**src/rtl/apb_bridge_if.sv**
```systemverilog
// Core load-store request/response port plus APB4 master port of apb_bridge.
// "master" is the bridge's view; "slave" is the view of whatever surrounds it.
interface apb_bridge_if #(
  parameter int ADDR_WIDTH     = 32,
  parameter int DATA_WIDTH     = 32,
  parameter int APB_ADDR_WIDTH = 16
);
  // Request side: a transfer is accepted in a cycle where req_valid_i and
  // req_ready_o are both high; the requester holds all req_* fields stable
  // until then. Responses are single-cycle rsp_valid_o pulses with no
  // backpressure, exactly one per accepted request.
  logic                      req_valid_i;
  logic                      req_ready_o;
  logic [ADDR_WIDTH-1:0]     req_addr_i;
  logic                      req_we_i;
  logic [DATA_WIDTH-1:0]     req_wdata_i;
  logic [DATA_WIDTH/8-1:0]   req_wstrb_i;
  logic                      rsp_valid_o;
  logic [DATA_WIDTH-1:0]     rsp_rdata_o;
  logic                      rsp_err_o;

  logic [APB_ADDR_WIDTH-1:0] paddr;
  logic                      psel;
  logic                      penable;
  logic                      pwrite;
  logic [DATA_WIDTH-1:0]     pwdata;
  logic [DATA_WIDTH/8-1:0]   pstrb;
  logic [DATA_WIDTH-1:0]     prdata;
  logic                      pready;
  logic                      pslverr;

  modport master (
    input  req_valid_i, req_addr_i, req_we_i, req_wdata_i, req_wstrb_i,
    input  prdata, pready, pslverr,
    output req_ready_o, rsp_valid_o, rsp_rdata_o, rsp_err_o,
    output paddr, psel, penable, pwrite, pwdata, pstrb
  );

  modport slave (
    output req_valid_i, req_addr_i, req_we_i, req_wdata_i, req_wstrb_i,
    output prdata, pready, pslverr,
    input  req_ready_o, rsp_valid_o, rsp_rdata_o, rsp_err_o,
    input  paddr, psel, penable, pwrite, pwdata, pstrb
  );
endinterface

```
**src/rtl/apb_bridge.sv**
```systemverilog
// Single-outstanding bridge from the core valid/ready load-store port to APB4.
// Every output is registered; the FSM state is visible on dbg_state.
module apb_bridge #(
  parameter int                    ADDR_WIDTH     = 32,
  parameter int                    DATA_WIDTH     = 32,
  parameter int                    APB_ADDR_WIDTH = 16,
  parameter logic [ADDR_WIDTH-1:0] BASE_ADDR      = 32'h0200_0000,
  parameter bit                    RDATA_DELAYED  = 1'b1,
  parameter int                    TIMEOUT_CYCLES = 255
) (
  input  logic         clk,
  input  logic         reset_n,
  apb_bridge_if.master bus,
  output logic [2:0]   dbg_state
);

  typedef enum logic [2:0] {
    IDLE    = 3'd0,
    SETUP   = 3'd1,
    ACCESS  = 3'd2,
    CAPTURE = 3'd3,
    RESP    = 3'd4
  } state_e;

  localparam logic [7:0] TIMEOUT_LIM = 8'(TIMEOUT_CYCLES);
  localparam bit         TIMEOUT_EN  = (TIMEOUT_CYCLES != 0);

  state_e     state;
  logic [7:0] wait_cnt;
  logic       err_q;
  logic       in_window;

  assign in_window = (bus.req_addr_i[ADDR_WIDTH-1:APB_ADDR_WIDTH] ==
                      BASE_ADDR[ADDR_WIDTH-1:APB_ADDR_WIDTH]);
  assign dbg_state = state;

  // Outputs are loaded on the transition into the state that shows them, so
  // psel/penable are flops and drop asynchronously on reset.
  always_ff @(posedge clk or negedge reset_n) begin
    if (!reset_n) begin
      state           <= IDLE;
      wait_cnt        <= '0;
      err_q           <= 1'b0;
      bus.req_ready_o <= 1'b1;
      bus.rsp_valid_o <= 1'b0;
      bus.rsp_rdata_o <= '0;
      bus.rsp_err_o   <= 1'b0;
      bus.psel        <= 1'b0;
      bus.penable     <= 1'b0;
      bus.pwrite      <= 1'b0;
      bus.paddr       <= '0;
      bus.pwdata      <= '0;
      bus.pstrb       <= '0;
    end else begin
      case (state)
        IDLE: begin
          if (bus.req_valid_i) begin
            bus.req_ready_o <= 1'b0;
            if (in_window) begin
              state       <= SETUP;
              wait_cnt    <= '0;
              err_q       <= 1'b0;
              bus.psel    <= 1'b1;
              bus.penable <= 1'b0;
              bus.paddr   <= bus.req_addr_i[APB_ADDR_WIDTH-1:0];
              bus.pwrite  <= bus.req_we_i;
              bus.pwdata  <= bus.req_wdata_i;
              bus.pstrb   <= bus.req_we_i ? bus.req_wstrb_i : '0;
            end else begin
              state           <= RESP;
              bus.rsp_valid_o <= 1'b1;
              bus.rsp_err_o   <= 1'b1;
              bus.rsp_rdata_o <= '0;
            end
          end
        end

        SETUP: begin
          state       <= ACCESS;
          bus.penable <= 1'b1;
        end

        ACCESS: begin
          if (bus.pready) begin
            bus.psel    <= 1'b0;
            bus.penable <= 1'b0;
            err_q       <= bus.pslverr;
            if (bus.pwrite || !RDATA_DELAYED) begin
              state           <= RESP;
              bus.rsp_valid_o <= 1'b1;
              bus.rsp_err_o   <= bus.pslverr;
              bus.rsp_rdata_o <= (bus.pwrite || bus.pslverr) ? '0 : bus.prdata;
            end else begin
              state <= CAPTURE;
            end
          end else if (TIMEOUT_EN && (wait_cnt == TIMEOUT_LIM)) begin
            state           <= RESP;
            bus.psel        <= 1'b0;
            bus.penable     <= 1'b0;
            bus.rsp_valid_o <= 1'b1;
            bus.rsp_err_o   <= 1'b1;
            bus.rsp_rdata_o <= '0;
          end else begin
            wait_cnt <= wait_cnt + 8'd1;
          end
        end

        // Registered-read slaves present prdata one cycle after completion.
        CAPTURE: begin
          state           <= RESP;
          bus.rsp_valid_o <= 1'b1;
          bus.rsp_err_o   <= err_q;
          bus.rsp_rdata_o <= err_q ? '0 : bus.prdata;
        end

        RESP: begin
          state           <= IDLE;
          bus.req_ready_o <= 1'b1;
          bus.rsp_valid_o <= 1'b0;
          bus.rsp_err_o   <= 1'b0;
          bus.rsp_rdata_o <= '0;
        end

        default: begin
          state           <= IDLE;
          bus.req_ready_o <= 1'b1;
          bus.rsp_valid_o <= 1'b0;
          bus.psel        <= 1'b0;
          bus.penable     <= 1'b0;
        end
      endcase
    end
  end

endmodule

```
**src/flat_wrapper.sv**
```systemverilog
// flat-port wrapper written by rule: the top's interface ports become plain ports
module apb_bridge_flat 
#(
  parameter int                    ADDR_WIDTH     = 32,
  parameter int                    DATA_WIDTH     = 32,
  parameter int                    APB_ADDR_WIDTH = 16,
  parameter logic [ADDR_WIDTH-1:0] BASE_ADDR      = 32'h0200_0000,
  parameter bit                    RDATA_DELAYED  = 1'b1,
  parameter int                    TIMEOUT_CYCLES = 255
)
  (clk, reset_n, dbg_state, bus_req_valid_i, bus_req_addr_i, bus_req_we_i, bus_req_wdata_i, bus_req_wstrb_i, bus_prdata, bus_pready, bus_pslverr, bus_req_ready_o, bus_rsp_valid_o, bus_rsp_rdata_o, bus_rsp_err_o, bus_paddr, bus_psel, bus_penable, bus_pwrite, bus_pwdata, bus_pstrb);
  apb_bridge_if #(.ADDR_WIDTH(ADDR_WIDTH), .DATA_WIDTH(DATA_WIDTH), .APB_ADDR_WIDTH(APB_ADDR_WIDTH)) bus_i ();
  input  logic clk;
  input  logic reset_n;
  output logic [2:0] dbg_state;
  input wire logic [$bits(bus_i.req_valid_i)-1:0] bus_req_valid_i;
  input wire logic [$bits(bus_i.req_addr_i)-1:0] bus_req_addr_i;
  input wire logic [$bits(bus_i.req_we_i)-1:0] bus_req_we_i;
  input wire logic [$bits(bus_i.req_wdata_i)-1:0] bus_req_wdata_i;
  input wire logic [$bits(bus_i.req_wstrb_i)-1:0] bus_req_wstrb_i;
  input wire logic [$bits(bus_i.prdata)-1:0] bus_prdata;
  input wire logic [$bits(bus_i.pready)-1:0] bus_pready;
  input wire logic [$bits(bus_i.pslverr)-1:0] bus_pslverr;
  output wire logic [$bits(bus_i.req_ready_o)-1:0] bus_req_ready_o;
  output wire logic [$bits(bus_i.rsp_valid_o)-1:0] bus_rsp_valid_o;
  output wire logic [$bits(bus_i.rsp_rdata_o)-1:0] bus_rsp_rdata_o;
  output wire logic [$bits(bus_i.rsp_err_o)-1:0] bus_rsp_err_o;
  output wire logic [$bits(bus_i.paddr)-1:0] bus_paddr;
  output wire logic [$bits(bus_i.psel)-1:0] bus_psel;
  output wire logic [$bits(bus_i.penable)-1:0] bus_penable;
  output wire logic [$bits(bus_i.pwrite)-1:0] bus_pwrite;
  output wire logic [$bits(bus_i.pwdata)-1:0] bus_pwdata;
  output wire logic [$bits(bus_i.pstrb)-1:0] bus_pstrb;
  assign bus_i.req_valid_i = bus_req_valid_i;
  assign bus_i.req_addr_i = bus_req_addr_i;
  assign bus_i.req_we_i = bus_req_we_i;
  assign bus_i.req_wdata_i = bus_req_wdata_i;
  assign bus_i.req_wstrb_i = bus_req_wstrb_i;
  assign bus_i.prdata = bus_prdata;
  assign bus_i.pready = bus_pready;
  assign bus_i.pslverr = bus_pslverr;
  assign bus_req_ready_o = bus_i.req_ready_o;
  assign bus_rsp_valid_o = bus_i.rsp_valid_o;
  assign bus_rsp_rdata_o = bus_i.rsp_rdata_o;
  assign bus_rsp_err_o = bus_i.rsp_err_o;
  assign bus_paddr = bus_i.paddr;
  assign bus_psel = bus_i.psel;
  assign bus_penable = bus_i.penable;
  assign bus_pwrite = bus_i.pwrite;
  assign bus_pwdata = bus_i.pwdata;
  assign bus_pstrb = bus_i.pstrb;
  apb_bridge #(.ADDR_WIDTH(ADDR_WIDTH), .DATA_WIDTH(DATA_WIDTH), .APB_ADDR_WIDTH(APB_ADDR_WIDTH), .BASE_ADDR(BASE_ADDR), .RDATA_DELAYED(RDATA_DELAYED), .TIMEOUT_CYCLES(TIMEOUT_CYCLES)) u_core (.clk(clk), .reset_n(reset_n), .bus(bus_i), .dbg_state(dbg_state));
endmodule
```
**config.mk**
```make
export PLATFORM = sky130hd
export DESIGN_NAME = apb_bridge_flat
export DESIGN_NICKNAME = d
export VERILOG_FILES = /design/src/rtl/apb_bridge_if.sv /design/src/rtl/apb_bridge.sv /design/src/flat_wrapper.sv
export SDC_FILE = /design/constraint.sdc
export NUM_CORES = 1
export LEC_CHECK = 0
export CAP_MARGIN = 5
export CORE_ASPECT_RATIO = 1.75
export CORE_MARGIN = 1
export CORE_UTILIZATION = 47
export CTS_BUF_LIST = sky130_fd_sc_hd__clkbuf_8
export DETAILED_ROUTE_END_ITERATION = 7
export PLACE_DENSITY = 0.86
export SYNTH_ARGS = -nofsm -noshare
export SYNTH_HDL_FRONTEND = slang
export SYNTH_SLANG_ARGS = --single-unit
```
**constraint.sdc**
```tcl
create_clock -name clk -period 4.7 [get_ports clk]
set_input_delay 0.94 -clock clk [delete_from_list [all_inputs] [get_ports clk]]
set_output_delay 0.94 -clock clk [all_outputs]
set_load 0.01 [all_outputs]
```
==> results of run 1 <==
worst reg2reg max path: cells and delay by family, from the launching register on:
kind | cells | cell delay, ns
AND/OR/NAND/NOR | 2 | 0.65
multiplexers | 1 | 0.36
flip-flops | 1 | 0.60
AO/OA/AOI/OAI | 2 | 0.87
through the flow:
step,util,instances
6_report,0.729,683
5_1_grt,0.729,683
4_1_cts,0.729,683
3_5_place_dp,0.710,667
3_3_place_gp,0.710,667
2_1_floorplan,-,362
where the power goes:
group          leakage (nW)  internal [mW]  switching (mW)
clock                0.0846          0.194           0.314
combinational          1.49          0.191           0.132
sequential             1.41          0.909          0.0397
routing by layer:
metal | GRT usage | wire (microns)
met1 | 0.258 | 4060
met2 | 0.409 | 6060
met3 | 0.0552 | 620
met4 | 0.144 | 622
met5 | 0 | 0
worst max-delay path by stage:
stage | startpoint | to | slack (ns)
floorplan | bus_req_addr_i[24] | u_core.bus.rsp_err_o | 2.37
global placement | bus_req_addr_i[24] | u_core.bus.rsp_err_o | 1.28
detailed placement | bus_pready | u_core.bus.rsp_err_o | 1.24
CTS | bus_pready | u_core.bus.rsp_err_o | 1.65
global route | bus_req_addr_i[26] | u_core.bus.rsp_err_o | 1.54
finish | bus_pready | u_core.bus.rsp_err_o | 1.63
cell usage after synthesis, types with 2 or more instances:
library cell  count
a21oi_1          14
inv_1            35
o22a_1            2
nand3_2           2
o21a_1            2
nor2_1            8
nand3_1           5
nor4_1            4
mux2_4           11
o21ai_0           5
mux2_1           39
mux2i_1          35
clkbuf_1          4
nand2b_1          6
dfrtp_1         101
nor3_1            3
buf_2             5
o21ai_1           5
buf_6             4
nand2_1          47
o2bb2ai_1         2
buf_12            3
cells by family after synthesis:
| group | share of synthesized area |
|---|---|
| AND/OR/NAND/NOR | 0.0985 |
| flip-flops | 0.570 |
| buffers and inverters | 0.0617 |
| adder cells (fa/ha/maj) | 0.00279 |
| multiplexers | 0.213 |
| AO/OA/AOI/OAI | 0.0542 |
flip-flops by register name, indices dropped and copies added (netlist names):
| signal | cells |
|---|---|
| u_core.dbg_state | 3 |
| u_core.bus.pwdata | 32 |
| u_core.bus.penable | 1 |
| u_core.bus.rsp_rdata_o | 32 |
| u_core.err_q | 1 |
| u_core.wait_cnt | 8 |
| u_core.bus.req_ready_o | 1 |
| u_core.bus.rsp_err_o | 1 |
| u_core.bus.rsp_valid_o | 1 |
| u_core.bus.paddr | 16 |
| u_core.bus.pwrite | 1 |
| u_core.bus.pstrb | 4 |
| u_core.bus.psel | 1 |
area by class of cell:
type | instances | area [sq um]
Clock inverter | 7 | 51.3
Sequential cell | 102 | 2550
Multi-Input combinational cell | 209 | 1660
Tap cell | 120 | 150
Clock buffer | 9 | 124
Inverter | 35 | 131
Timing Repair Buffer | 201 | 2000
Fill cell | 618 | 2480
==> results.yml, run 1 <==
outcome:
  status: "finished, final reports clean"
die:
  design.portCount: 199
  core_area_sq_um: 9150
  core.rowCount: 46
  start_util: 0.490
  die_h_microns: 131
  die_area_sq_um: 9950
  floorplan.die.width_microns: 75.8
clock_network:
  htree_num_levels: 3
  cts.root.buffer_cell: "clkbuf_8"
  clock_sink_count: 102
  clk_transition_reported_paths_ns: 0.09
  cts_made_buffers: 9
  cts_hold_buffers: 0
  number_of_buffers_between_clock_root_and_the_deepest_sink: 2
  post_cts_resize_count: 0
  post_cts.repair.setup_buffers: 0
  cts_tree: "done"
  worstSkewPairLatency_ns: 0.37
sta:
  fin_setup_tns_ns: 0
  timing.max_slew.rel_slack: 0.343
  final_hold_viol_count: 0
  finalMaxSlewViolations: 0
  fin_ws_ns: 1.63
  tightestPinTransition_ns: 0.985
  post-route-period-util: 0.653
  clock.fmax_mhz: 326
  hold_ws_ns: 0.495
  rsz0062_at_grt: "no"
  finalSetupViolCount: 0
  fin_crit_ns: 3.07
  fin_skew_ns: 0.0128
logic_synthesis:
  synth_top_cells_by_area: "dfrtp_1 56%, mux2_1 9.8%, mux2i_1 7.8%"
  synth.distinct_cells: 42
  synth_edf_count: 0
  async_flop_share: 1.00
  syn-cell-area_sq_um: 4480
  number_of_cells_produced_by_synthesis: 362
  yosysSeqAreaShare: 0.570
  total_of_flip_flops_plus_latches_after_synthesis: 102
  total_nets_after_synthesis: 469
  post_synth.cell_area_avg_sq_um: 12.4
  synth_area_leader_cell: "dfrtp_1"
  netlist.area_leader.share: 0.564
  ys_dominant_reg_cell: "dfrtp_1"
  synth.yosys.warnings: 0
setup_path:
  worst_ep_required_time_ns: 4.95
  setup.worst_path.class: "in2reg"
  critical_path.top_delay_family: "compound AO/OA/AOI/OAI gates"
  worstSetupPathDepth: 6
  cp-end-kind: "flop"
  r2r-end: "u_core.bus.rsp_err_o"
  worst-r2r-setup-slack_ns: 2.12
  critical_path.max_fanout: 33
  critical_path_arrival_ns: 3.32
  critPathMaxStageDelay_ns: 0.72
  cp_slowest_cell: "a211o_2"
  ff2ff_path_depth: 5
  critical_path.reg2reg.startpoint: "u_core.dbg_state[2]"
  critical_path.n_buffers_inverters: 1
  path_cells: "clkdlybuf4s50_1, nor4b_4, o21ai_4, nand3_2, a211o_2, mux2_4"
  worstSetupStartpointType: "input pin"
drt:
  vias_per_cell: 5.04
  post-route-drc-count: 0
  route.final.wire_length_microns: 11400
  dr.first_iter.drc_count: 180
  detail_route.first_pass.iterations: 4
  detail-route-antenna-nets: 0
  detailroute.via_count: 3445
  routedWlPerCell_microns: 16.6
hold_path:
  worst_hold_path.endpoint: "u_core.bus.pwdata[11]"
  hold_crit_path_type: "reg2reg"
  timing.hold.worst_path_depth: 1
  worst_hold_startpoint: "u_core.bus.pwdata[11]"
place:
  cell_area_reported_after_detailed_placement_sq_um: 6490
  hpwlAfterDp_microns: 8480
  gpl.final_weighted_congestion: 0.904
  buffer_ports.inserted: 198
  dp_slack_ns: 1.24
cells_and_area:
  layout.nets: 665
  final_cell_area_sq_um: 6670
  mostFrequentLayoutCells: "197 x clkdlybuf4s50_1, 101 x dfrtp_1, 47 x nand2_1, 39 x mux2_1, 36 x inv_1"
  final_common_cell: "clkdlybuf4s50_1"
  layout-drive-gt1-share: 0.0728
  antenna_cells_inserted: 0
  area_growth_pct: 48.8
global_route:
  first_global_vias: 3606
  grt_first_pass_wirelength_microns: 17700
  all_layer_global_routing_usage: 0.241
  number_of_antenna_violations_at_the_first_check_in_global_routing: 0
  gr-total-overflow: 0
  grt_start_max_net_pins: 80
run:
  maxCapViolations: 0
pwr:
  cellLeakagePower_nw: 2.98
  design_power_total_mw: 1.78
  ir_worst_vdd_mv: 0.205
  powerDensity_nw_per_um2: 267
No activity file was read; power rests on OpenSTA's default activity.
==> run 2: changes to the inputs <==
CORE_UTILIZATION = 39   (was 47)
PLACE_DENSITY = 0.75   (was 0.86)
clock period = 2.6 ns   (was 4.7 ns; I/O delays follow)
==> run 2 against run 1 <==
Compared with the run above: total power grew 83%; combinational power grew 99%; clock power grew 82%; via count grew 0.12%; worst hold slack lost 0.32 ns; critical path type unchanged; critical endpoint is now u_core.bus.rsp_rdata_o[16].
==> results.yml, run 2 (synthesized netlist as in run 1, its figures left out) <==
outcome:
  status: "finished, final reports clean"
pwr:
  relative_contribution_of_sequential_cells_to_total_power: 0.519
  ir_worst_vdd_mv: 0.263
  power_frac_comb: 0.197
  switching_share_of_power: 0.273
  powerDensity_nw_per_um2: 480
  design_power_total_mw: 3.26
  p_clk_frac: 0.283
  cellLeakagePower_nw: 3.05
  p_int_mw: 2.37
  p_sw_mw: 0.889
drt:
  detailroute.via_count: 3449
  dr.first_iter.drc_count: 115
  post-route-drc-count: 0
  met2WireLength_microns: 6220
  top_signal_layer_used: "met4"
  wirelength_met1_microns: 4380
  route.final.wire_length_microns: 11500
  vias_per_cell: 4.91
  routedWlPerCell_microns: 16.3
  detail-route-antenna-nets: 0
  wl_met3_microns: 590
  detail_route.first_pass.iterations: 4
die:
  die_h_microns: 144
  start_util: 0.401
  core_area_sq_um: 11200
  floorplan.die.width_microns: 83.0
  design.portCount: 199
  die_area_sq_um: 11900
  core.rowCount: 51
sta:
  post-route-period-util: 0.832
  tightestPinTransition_ns: 0.805
  fin_crit_ns: 2.16
  finalMaxSlewViolations: 0
  fin_setup_tns_ns: 0
  timing.max_slew.rel_slack: 0.458
  rsz0062_at_grt: "no"
  finalSetupViolCount: 0
  fin_ws_ns: 0.436
  fin_skew_ns: 0.0135
  final_hold_viol_count: 0
  clock.fmax_mhz: 462
cells_and_area:
  layout-drive-gt1-share: 0.0858
  final-seq-area_sq_um: 2550
  antenna_cells_inserted: 0
  post_layout_nonfiller_instances: 703
  fillCellCount: 923
  layout.nets: 673
  mostFrequentLayoutCells: "197 x clkdlybuf4s50_1, 101 x dfrtp_1, 47 x nand2_1, 39 x mux2_1, 36 x inv_1"
  area_growth_pct: 51.6
  layout_top_registers: "u_core.bus.pwdata x32, u_core.bus.rsp_rdata_o x32, u_core.bus.paddr x16"
  final_cell_area_sq_um: 6790
  multi_input_area_sq_um: 1660
  final_common_cell: "clkdlybuf4s50_1"
setup_path:
  critPathMaxStageDelay_ns: 0.41
  worst_ep_required_time_ns: 2.89
  critical_path.top_delay_family: "simple AND/OR/NAND/NOR gates"
  worst-r2r-setup-slack_ns: 0.55
  critical_path.n_buffers_inverters: 2
  critical_path_arrival_ns: 2.45
  setup.worst_path.class: "in2reg"
  worstSetupStartpointType: "input pin"
  critical_path.max_fanout: 7
  path_cells: "clkdlybuf4s50_1, nor4b_1, and4_4, and2_2, a211o_2, buf_4, mux2i_1"
  cp-end-kind: "flop"
  cp_slowest_cell: "clkdlybuf4s50_1"
place:
  placedCellCount: 687
  dp_slack_ns: 0.0388
  gpl.final_weighted_congestion: 0.793
  buffer_ports.inserted: 198
  hpwlAfterDp_microns: 8650
  cell_area_reported_after_detailed_placement_sq_um: 6620
global_route:
  first_global_vias: 3661
  gr-total-overflow: 0
  grt_start_max_net_pins: 103
  grt_first_pass_wirelength_microns: 18400
  all_layer_global_routing_usage: 0.195
  number_of_antenna_violations_at_the_first_check_in_global_routing: 0
clock_network:
  clock_sink_count: 102
  cts.root.buffer_cell: "clkbuf_8"
  number_of_buffers_between_clock_root_and_the_deepest_sink: 2
  cts_made_buffers: 9
  cts_hold_buffers: 0
  cts_tree: "done"
  htree_num_levels: 3
  clk_transition_reported_paths_ns: 0.11
  post_cts_resize_count: 0
  post_cts.repair.setup_buffers: 0
  worstSkewPairLatency_ns: 0.37
hold_path:
  hold_crit_path_type: "in2async"
run:
  maxCapViolations: 0
## run 2: changes by cell type in the layout (fill, tap and decap cells not counted)
cell	previous run	this run
clkinv_4	1	3
clkinvlp_4	3	0
buf_12	0	4
buf_4	4	8
clkinv_2	1	2
## run 2: worst reg2reg max path, cell delays in order (launching register included)
cell and delay, ns:
dfrtp_1 0.52, buf_4 0.24, nand2b_1 0.18, nand2b_1 0.17
nand3_2 0.08, a211o_2 0.39, buf_4 0.22, mux2i_1 0.18
## run 2: through the flow
stage	utilization	hold slack [ns]
final	0.608	0.178
after global routing	0.608	0.222
after detailed placement	0.593	0.477
after global placement	0.593	0.471
after floorplan	-	0.224
after CTS	0.608	0.207
## run 2: layout make-up
class,count,area share
multi-input cells,209,0.244
clock buffers,9,0.0182
clock inverters,7,0.00755
well taps,132,0.0243
inverters,35,0.0193
flip-flops and latches,102,0.376
repair buffers,209,0.311
## run 2: path summary, 6_finish.rpt
path                                     startpoint                          to  depth (start not counted)
worst max-delay path             bus_req_addr_i[24]  u_core.bus.rsp_rdata_o[16]                          7
worst min-delay path                        reset_n        u_core.bus.pwdata[1]                          2
worst max register to register  u_core.dbg_state[2]  u_core.bus.rsp_rdata_o[16]                          7
worst min register to register  u_core.bus.pstrb[3]         u_core.bus.pstrb[3]                          2
max in group asynchronous                   reset_n   u_core.bus.rsp_rdata_o[1]                          2
min in group clk                u_core.bus.pstrb[3]         u_core.bus.pstrb[3]                          2
## run 2: layer usage
metal / up-vias / global-route usage
met3: 20 / 0.0494
li1: 1623 / -
met2: 127 / 0.343
met5: - / 0
met4: 0 / 0.0789
met1: 1679 / 0.227
## run 2: power by group through the flow
stage          Sequential [mW]  Clock [mW]  Combinational [mW]
3_3_place_gp              1.72           0               0.635
2_1_floorplan             1.74           0               0.333
4_1_cts                   1.69       0.960               0.647
5_1_grt                   1.70        1.02               0.689
3_5_place_dp              1.73           0               0.643
6_report                  1.69       0.924               0.643
==> run 3: changes to the inputs <==
CORE_UTILIZATION = 43   (was 39)
PLACE_DENSITY = 0.79   (was 0.75)
clock period = 2.1 ns   (was 2.6 ns; I/O delays follow)
==> run 3 against run 2 <==
Compared with the run above: worst hold slack got worse by 0.12 ns; non-clock buffer count is 10 higher; register-to-register slack worse by 0.42 ns; clock skew increased by 0.0035 ns; core utilization up 6.7 points; global-route usage is 2.4 points higher; first-iteration DRC count rose by 63%; via count grew 1.6%; flip-flop and latch count is the same; critical endpoint is now dbg_state[2]; final cell count increased by 0.71%; count of clock-buffer cells in the layout is the same; die area decreased by 9.1%.
==> results.yml, run 3 (synthesized netlist as in run 1, its figures left out) <==
sta:
  final_hold_viol_count: 0
  rsz0062_at_grt: "no"
  clock.fmax_mhz: 497
  fin_crit_ns: 2.01
  hold_ws_ns: 0.0631
  finalMaxSlewViolations: 0
  post-route-period-util: 0.958
  finalSetupViolCount: 0
  tightestPinTransition_ns: 0.574
  timing.max_slew.rel_slack: 0.618
  fin_skew_ns: 0.0171
  fin_setup_tns_ns: 0
setup_path:
  worst_ep_required_time_ns: 1.68
  critical_path.max_fanout: 10
  critical_path_arrival_ns: 1.59
  cp-end-kind: "output pin"
  setup.worst_path.class: "reg2out"
  ff2ff_path_depth: 7
  worstSetupStartpointType: "flop"
die:
  design.portCount: 199
  core_area_sq_um: 10200
  die_area_sq_um: 10900
  core.rowCount: 49
  start_util: 0.440
  die_h_microns: 137
  floorplan.die.width_microns: 79.2
global_route:
  all_layer_global_routing_usage: 0.220
  first_global_vias: 3657
  grt_first_pass_wirelength_microns: 18000
  number_of_antenna_violations_at_the_first_check_in_global_routing: 0
  gr-total-overflow: 0
  grt_start_max_net_pins: 103
clock_network:
  worstSkewPairLatency_ns: 0.38
  number_of_buffers_between_clock_root_and_the_deepest_sink: 2
  clock_sink_count: 102
  htree_num_levels: 3
  cts_tree: "done"
  cts_made_buffers: 9
  clk_transition_reported_paths_ns: 0.10
  cts.root.buffer_cell: "clkbuf_8"
drt:
  post-route-drc-count: 0
  dr.first_iter.drc_count: 188
  detailroute.via_count: 3504
  vias_per_cell: 4.95
  routedWlPerCell_microns: 16.8
  detail_route.first_pass.iterations: 6
  detail-route-antenna-nets: 0
  route.final.wire_length_microns: 11900
outcome:
  status: "finished, final reports clean"
cells_and_area:
  layout-drive-gt1-share: 0.105
  area_growth_pct: 53.3
  antenna_cells_inserted: 0
  layout.nets: 683
  layout_top_registers: "u_core.bus.pwdata x32, u_core.bus.rsp_rdata_o x32, u_core.bus.paddr x16"
  final_common_cell: "clkdlybuf4s50_1"
  fillCellCount: 802
  mostFrequentLayoutCells: "197 x clkdlybuf4s50_1, 99 x dfrtp_1, 47 x nand2_1, 39 x mux2_1, 36 x inv_1"
place:
  gpl.final_weighted_congestion: 0.879
  buffer_ports.inserted: 198
  hpwlAfterDp_microns: 8910
pwr:
  powerDensity_nw_per_um2: 594
  cellLeakagePower_nw: 3.10
  ir_worst_vdd_mv: 0.441
hold_path:
  hold_crit_path_type: "in2async"
run:
  maxCapViolations: 0
[run 3: cell count changes in the layout (fill, tap and decap cells not counted)]
cell	delta
inv_6	+1
clkinvlp_4	+1
dfrtp_1	-2
clkinv_2	-2
buf_4	+10
dfrtp_2	+2
[run 3: critical path, cell delays in order (launching register included)]
cell,delay (ns)
dfrtp_2,0.49
buf_4,0.20
clkdlybuf4s50_1,0.54
[run 3: metrics by stage]
stage,setup WS [ns],cell area (sq um),total power [mW],cells,util
4_1_cts,0.0541,6870,4.13,708,0.675
3_5_place_dp,-0.187,6690,2.96,692,0.657
6_report,0.0879,6870,4.08,708,0.675
2_1_floorplan,0.242,4480,2.56,362,-
5_1_grt,0.0140,6870,4.27,708,0.675
3_3_place_gp,-0.124,6690,2.95,692,0.657
[run 3: final timing paths]
path / startpoint / to / slack (ns)
max in group asynchronous: reset_n / u_core.bus.rsp_rdata_o[10] / 1.57
hold reg to reg: u_core.bus.pstrb[3] / u_core.bus.pstrb[3] / 0.49
setup / recovery: u_core.dbg_state[2] / dbg_state[2] / 0.09
hold / removal: reset_n / u_core.bus.rsp_rdata_o[21] / 0.06
setup reg to reg: u_core.wait_cnt[0] / u_core.bus.rsp_rdata_o[22] / 0.13
min in group clk: u_core.bus.pstrb[3] / u_core.bus.pstrb[3] / 0.49
[run 3: per-layer routing]
| layer | up-vias | track usage | wire, microns |
|---|---|---|---|
| li1 | 1646 | - | - |
| met1 | 1703 | 0.243 | 4320 |
| met2 | 126 | 0.386 | 6530 |
| met3 | 29 | 0.0507 | 586 |
| met4 | 0 | 0.114 | 430 |
| met5 | - | 0 | 0 |
[run 3: where the power goes]
| group | leakage (nW) | total, mW | switching (mW) | internal (mW) |
|---|---|---|---|---|
| clock network | 0.0931 | 1.17 | 0.720 | 0.446 |
| logic | 1.59 | 0.808 | 0.331 | 0.477 |
| registers | 1.41 | 2.10 | 0.0688 | 2.04 |
[run 3: final cells by class]
type,instances,area (sq um),share of cell area
multi-input combinational,209,1660,0.241
clock inverter,7,57.6,0.00838
timing repair buffer,219,2190,0.318
tap,127,159,0.0231
clock buffer,9,124,0.0180
sequential,102,2560,0.372
inverter,35,131,0.0191
[run 3: what timing repair did]
item | CTS | global route
hold buffers | 0 | 0
setup buffers | 0 | 0
gates resized for setup | 1 | 1
hold endpoints to repair | 0 | 0
setup endpoints to repair | 1 | 1
